**src/rtl/serial_nibble_sorter.sv**
```systemverilog
// Streaming four-element sorter: loads four nibbles over valid/ready, sorts them in
// place with one compare-exchange unit over five cycles, then streams them back out.
module serial_nibble_sorter #(
  parameter int WIDTH   = 4,
  parameter bit DESCEND = 1'b0
) (
  input  logic             clk,
  input  logic             nrst,
  input  logic             in_valid,
  output logic             in_ready,
  input  logic [WIDTH-1:0] in_data,
  output logic             out_valid,
  input  logic             out_ready,
  output logic [WIDTH-1:0] out_data,
  output logic             out_last,
  output logic             busy
);

  typedef enum logic [1:0] {
    LOAD = 2'd0,
    SORT = 2'd1,
    EMIT = 2'd2
  } state_t;

  state_t           r_state;
  state_t           w_nextState;
  logic [WIDTH-1:0] r_slot [4];
  logic [1:0]       r_idx;
  logic [2:0]       r_step;

  logic             w_inFire;
  logic             w_outFire;
  logic [1:0]       w_pairA;
  logic [1:0]       w_pairB;
  logic             w_swap;

  // Handshake-visible outputs come only from registered state and index.
  assign in_ready  = (r_state == LOAD);
  assign out_valid = (r_state == EMIT);
  assign out_last  = (r_state == EMIT) && (r_idx == 2'd3);
  assign out_data  = (r_state == EMIT) ? r_slot[r_idx] : '0;
  assign busy      = (r_state != LOAD);

  assign w_inFire  = in_valid && in_ready;
  assign w_outFire = out_valid && out_ready;

  // Five-step network (0,2)(1,3)(0,1)(2,3)(1,2) fully sorts four elements.
  always_comb begin
    w_pairA = 2'd1;
    w_pairB = 2'd2;
    case (r_step)
      3'd0: begin w_pairA = 2'd0; w_pairB = 2'd2; end
      3'd1: begin w_pairA = 2'd1; w_pairB = 2'd3; end
      3'd2: begin w_pairA = 2'd0; w_pairB = 2'd1; end
      3'd3: begin w_pairA = 2'd2; w_pairB = 2'd3; end
      default: begin w_pairA = 2'd1; w_pairB = 2'd2; end
    endcase
    if (DESCEND)
      w_swap = (r_slot[w_pairA] < r_slot[w_pairB]);
    else
      w_swap = (r_slot[w_pairA] > r_slot[w_pairB]);
  end

  always_ff @(posedge clk or negedge nrst) begin
    if (!nrst)
      r_state <= LOAD;
    else
      r_state <= w_nextState;
  end

  always_comb begin
    w_nextState = LOAD;
    case (r_state)
      LOAD:    w_nextState = (w_inFire && (r_idx == 2'd3)) ? SORT : LOAD;
      SORT:    w_nextState = (r_step == 3'd4) ? EMIT : SORT;
      EMIT:    w_nextState = (w_outFire && (r_idx == 2'd3)) ? LOAD : EMIT;
      default: w_nextState = LOAD;
    endcase
  end

  // The 2-bit index wraps 3->0 exactly on the LOAD->SORT and EMIT->LOAD transitions.
  always_ff @(posedge clk or negedge nrst) begin
    if (!nrst) begin
      for (int i = 0; i < 4; i++)
        r_slot[i] <= '0;
      r_idx  <= 2'd0;
      r_step <= 3'd0;
    end else begin
      case (r_state)
        LOAD: begin
          if (w_inFire) begin
            r_slot[r_idx] <= in_data;
            r_idx         <= r_idx + 2'd1;
            if (r_idx == 2'd3)
              r_step <= 3'd0;
          end
        end
        SORT: begin
          if (w_swap) begin
            r_slot[w_pairA] <= r_slot[w_pairB];
            r_slot[w_pairB] <= r_slot[w_pairA];
          end
          r_step <= r_step + 3'd1;
          if (r_step == 3'd4)
            r_idx <= 2'd0;
        end
        EMIT: begin
          if (w_outFire)
            r_idx <= r_idx + 2'd1;
        end
        default: begin
          r_idx  <= 2'd0;
          r_step <= 3'd0;
        end
      endcase
    end
  end

endmodule

```
**config.mk**
```make
export PLATFORM = sky130hd
export DESIGN_NAME = serial_nibble_sorter
export DESIGN_NICKNAME = d
export VERILOG_FILES = /design/src/rtl/serial_nibble_sorter.sv
export SDC_FILE = /design/constraint.sdc
export NUM_CORES = 1
export LEC_CHECK = 0
export BUFFER_PORTS_ARGS = -buffer_cell sky130_fd_sc_hd__buf_4
export CAP_MARGIN = 20
export CORE_MARGIN = 3
export CORE_UTILIZATION = 40
export CTS_CLUSTER_DIAMETER = 60
export DETAILED_ROUTE_END_ITERATION = 6
export PLACE_DENSITY = 0.57
export REMOVE_ABC_BUFFERS = 1
export SKIP_CTS_REPAIR_TIMING = 1
export SYNTH_ARGS = -nofsm -noshare
export SYNTH_HDL_FRONTEND = slang
export SYNTH_SLANG_ARGS = --single-unit
```
**constraint.sdc**
```tcl
create_clock -name clk -period 3.5 [get_ports clk]
set_clock_uncertainty 0.1 [all_clocks]
set_input_delay 0.525 -clock clk [delete_from_list [all_inputs] [get_ports clk]]
set_output_delay 0.525 -clock clk [all_outputs]
set_load 0.005 [all_outputs]
```
* Word level (Yosys, flattened, before mapping)
Index checks and enable logic that the tools add are counted.
** Storage, ports and cells
- Flip-flop bits (word level) :: 23
- Input port bits :: 8
- Output and inout port bits :: 8
- Word-level logic and storage cells :: 84
** Cells by class
- Muxes and demuxes :: 35
- Bitwise operators :: 4
- Equal/unequal tests :: 12
- Order comparisons :: 7
- Reductions and logical operators :: 17
- $add $sub $neg :: 2
** Operator list (count)
- $bwmux W16 :: 3
- $mux W4 :: 10
- $mux W16 :: 2
- $pmux W16 S2 :: 1
- $bmux W4 S2 :: 3
- $demux W4 S2 :: 3
- $pmux W2 S3 :: 2
- $mux W2 :: 5
- $ge A3 B3 Y1 const B :: 3
- $lt A3 B1 Y1 const B :: 3
- $not A2 Y3 :: 3
- $pmux W3 S3 :: 1
- $reduce_and A3 Y1 :: 3
- $logic_and A1 B1 Y1 :: 8
- $pmux W2 S2 :: 2
- $eq A3 B2 Y1 const B :: 2
- $mux W3 :: 2
- $ne A2 B1 Y1 const B :: 3
- $eq A2 B2 Y1 const B :: 2
- $gt A4 B4 Y1 :: 1
- $ne A2 B2 Y1 const B :: 2
- $reduce_bool A2 Y1 :: 2
- $reduce_or A2 Y1 :: 2
- $add A3 B1 Y3 const B :: 1
- 8 further kinds :: 8

* Logic depth before layout (Yosys ltp)
- Depth after elaboration :: 12
- Depth in mapped cells :: 14
- Gate-level depth less buffers :: 13

* Least setup slack after synthesis
Ideal clock, no wire load.
- Path kind :: flip-flop to flip-flop
- Start point :: register r_step[0]
- End point :: register r_slot[10] (netlist bit)
- Path slack :: 0.024 ns
- Setup time :: 0.125 ns
- Data required time :: 3.275 ns
- Stages on the path, launching flop included :: 14
- Data arrival time :: 3.251 ns
- Clock period less this slack :: 3.476 ns
- Buffers on the path :: 2
- Cells stage by stage :: dfrtp_1 > ha_1 > ha_1 > buf_4 > or2_2 > clkbuf_1 > nand2_1 > o21ai_0 > ha_1 > nor2_1 > maj3_2 > o31ai_4 > o211ai_4 > mux2_4
** Between the ends
- Longest elaborated chain between the ends :: 12
- Elaborated cells between the ends (all ways) :: 33
- Classes of those cells :: order compare: 5; eq/ne: 4; mux: 16; bitwise: 2; reduce/logical: 6
** RTL lines
- from (decl) :: line 29 : logic [2:0] r_step;
- from (signal assigned) :: line 103 : r_step <= r_step + 3'd1;
- $eq A3 B2 Y1 or $logic_not A3 Y1 (tied branches) :: line 51 : case (r_step)
- $reduce_or A2 Y1 (no source line)
- $pmux W2 S2 :: line 51
- $not A2 Y3 (not written as such) :: line 61, 100, 101
- $ge A3 B3 Y1 (not written as such) or $lt A3 B1 Y1 (tied branches) :: line 100 : r_slot[w_pairA] <= r_slot[w_pairB];
- $logic_and A1 B1 Y1 (not written as such) :: line 100
- $mux W4 (not written as such) :: line 100
- $demux W4 S2 :: line 100
- $bwmux W16 :: line 100
- $bwmux W16 :: line 101 : r_slot[w_pairB] <= r_slot[w_pairA];
- $mux W16 :: line 99 : if (w_swap) begin
- $pmux W16 S2 :: line 89 : case (r_state)
- to (signal, indexed assignment) :: line 92 : r_slot[r_idx] <= in_data;
- to (signal, indexed assignment) :: line 100
- to (signal, indexed assignment) :: line 101
- to (decl) :: line 27 : logic [WIDTH-1:0] r_slot [4];
Parallel ways exist; a longest one is shown, timed or not. The select of a mux whose other input is x is not followed.
A chain may end at the register's enable or synchronous reset.

* Final worst setup path
- Start point :: register r_step[0]
- End point :: register r_slot[11] (netlist bit)
Same word-level chain as after synthesis.

==> impl_metrics.json <==
{
  "outcome": "finished, violations left",
  "failed_checks": "DRC",
  "netlist.top_cell.by_area": "dfrtp_1",
  "worst_slew_pin_slew_ns": 0.6858,
  "synth.avg_cell_area_um2": 9.742,
  "critPathBufInv": 2,
  "synth_ff_type": "dfrtp_1",
  "yosysWarnings": 0,
  "coreArea_um2": 4880,
  "total_leakage_power_uw": 0.001026,
  "antenna_cells": 0,
  "grt_max_degree": 24,
  "yosys.area_share.simple_pct": 15.35,
  "pin_count": 16,
  "clkLatencyLatePin_ns": 0.27,
  "grt_pass1_wl_um": 9515,
  "area_growth_syn_to_layout_pct": 14.81,
  "worst-setup-path-type": "reg2reg",
  "numCtsBuffers": 3,
  "io_buffer_count": 15,
  "cp.arrival_ns": 3.42,
  "netlist_instances": 215,
  "slew_viol_final": 0,
  "grt.overflow.total": 0,
  "layout_common_cells": "29 x buf_4, 23 x dfrtp_1, 19 x nor2_1",
  "postSynth.asyncResetShare_pct": 100.0,
  "wl_per_cell_um": 18.93,
  "clkTransAtPathRegs_ns": 0.09,
  "drive_gt1_share_pct": 24.58,
  "syn_area_um2": 2095,
  "cts_tree": "yes",
  "synth-edff-count": 0,
  "num_vias": 1868,
  "min_period_over_period_pct": 96.07,
  "synth_top_area_share_pct": 27.48,
  "nFillCells": 480,
  "relSlewSlack_pct": 54.18,
  "synth_top_family_by_area": "compound AO/OA/AOI/OAI gates",
  "final_common_cell": "buf_4",
  "drc": 1,
  "antenna_found_initial": 0,
  "post_drt_via_cell_ratio": 6.085,
  "initial_core_util_pct": 42.92,
  "drtIter0Drc": 237,
  "cts_root_buffer": "clkbuf_8",
  "maxCapViolCount": 0,
  "max_clock_freq_mhz": 297.4,
  "synth-seq-cells": 23,
  "required_ns": 3.56,
  "grtUsageTotal_pct": 20.07,
  "hold_path_class": "in2async",
  "num_rows": 25,
  "rsz0062_at_grt": "no",
  "finalHoldViolations": 0,
  "cts_sinks": 23,
  "setup_tns_ns": 0,
  "end_kind": "flip-flop",
  "cts_max_level": 1,
  "synthAdderAreaFrac_pct": 7.706,
  "setup_violations": 0,
  "post-route-min-period_ns": 3.363,
  "ys_seq_area_share_pct": 27.48,
  "synth.area.top_cells": "dfrtp_1 27%, mux4_2 7.5%, ha_1 7.2%",
  "synth_compound_area_share_pct": 26.76,
  "routed_wirelength_um": 5810,
  "synthMuxAreaShare_pct": 17.20,
  "dp_hpwl_um": 4525,
  "cp_slowest_cell": "mux4_2",
  "die_area_um2": 6140,
  "power_density_nw_per_um2": 1118,
  "max_stage_delay_ns": 0.55,
  "critical_path.top_delay_family": "multiplexers",
  "path_cells": "inv_1 -> ha_1 -> o21ba_4 -> nor2_8 -> mux4_2 -> ha_1 -> or2_2 -> o31a_1 -> o31ai_4 -> buf_4 -> o211ai_4 -> mux2_4",
  "path_common_cell": "ha_1",
  "layout.nets": 261,
  "ant_nets": 0,
  "drtPass1Iterations": 7,
  "first_global_vias": 1761,
  "yosysUniqueCellTypes": 52,
  "fp.dieW_um": 78.36,
  "routabilityCongestion": 0.9555,
  "synthXorXnorAreaFrac_pct": 0.4182,
  "fp.dieH_um": 78.36,
  "cts_max_path_buffers": 2,
  "start_kind": "flip-flop",
  "worstPathMaxFanout": 6,
  "ir_drop_uv": 413.1,
  "final_util_pct": 49.28
}
Yosys cell counts (4+ instances only):
library cell  instances
dfrtp_1              23
nor2_1               19
inv_1                18
nand2_1              16
o21ai_0              13
ha_1                 12
a21oi_1              10
mux2i_1               9
a32o_1                8
mux4_2                7
a222oi_1              6
and2_1                6
mux2_4                6
clkbuf_1              5
nand2b_1              4
nand3_1               4
nor2b_1               4
sequential cells by signal (all words and copies together) (netlist names):
signal	cells
r_step	3
r_slot	16
r_idx	2
r_state	2
worst paths after layout:
| kind | startpoint | to | slack (ns) | depth (start not counted) |
|---|---|---|---|---|
| min reg2reg | r_step[1] | r_step[1] | 0.48 | 1 |
| min in group clk | out_ready | r_state[1] | 0.44 | 4 |
| max in group asynchronous | nrst | r_step[1] | 3.03 | 1 |
| max reg2reg | r_step[0] | r_slot[11] | 0.14 | 12 |
| min | nrst | r_slot[7] | 0.04 | 1 |
| max | r_step[0] | r_slot[11] | 0.14 | 12 |
stage by stage:
stage / std cells / total power, uW / hold slack [ns] / worst slack, ns / cell area (um^2)
after global placement: 299 / 2384 / 0.3467 / 0.1565 / 2327
after floorplan: 207 / 1888 / 0.1294 / 0.1360 / 2056
final: 307 / 2689 / 0.03543 / 0.1375 / 2405
after global routing: 307 / 2887 / 0.05037 / 0.01483 / 2405
after CTS: 303 / 2566 / 0.04323 / 0.05550 / 2372
after detailed placement: 299 / 2383 / 0.3496 / 0.09226 / 2327
cells by family after synthesis:
kind of cell             after synthesis
multiplexers                          23
flip-flops                            23
XOR/XNOR                               1
AO/OA/AOI/OAI                         66
adder cells (fa/ha/maj)               13
buffers and inverters                 26
AND/OR/NAND/NOR                       63
cell type report:
type / instances / area [um^2] / share of cell area [%]
Clock buffer: 4 / 45.04 / 1.873
Inverter: 18 / 67.56 / 2.810
Multi-Input combinational cell: 166 / 1415 / 58.84
Sequential cell: 23 / 575.6 / 23.93
Tap cell: 67 / 83.83 / 3.486
Timing Repair Buffer: 29 / 217.7 / 9.053
power by group:
group | switching (uW) | total (uW) | internal, uW
clock | 93.0 | 175 | 81.6
sequential | 152 | 516 | 364
combinational | 1050 | 2000 | 944
layer usage:
metal  global-route usage, %  wire length, um  up-vias
met5                       0                0        -
met4                   4.720               91        0
met3                   4.472              626       10
met2                   30.48             2560      119
met1                   28.98             2532      870
li1                        -                -      869
Note: power is estimated with default switching activity, not from simulation.
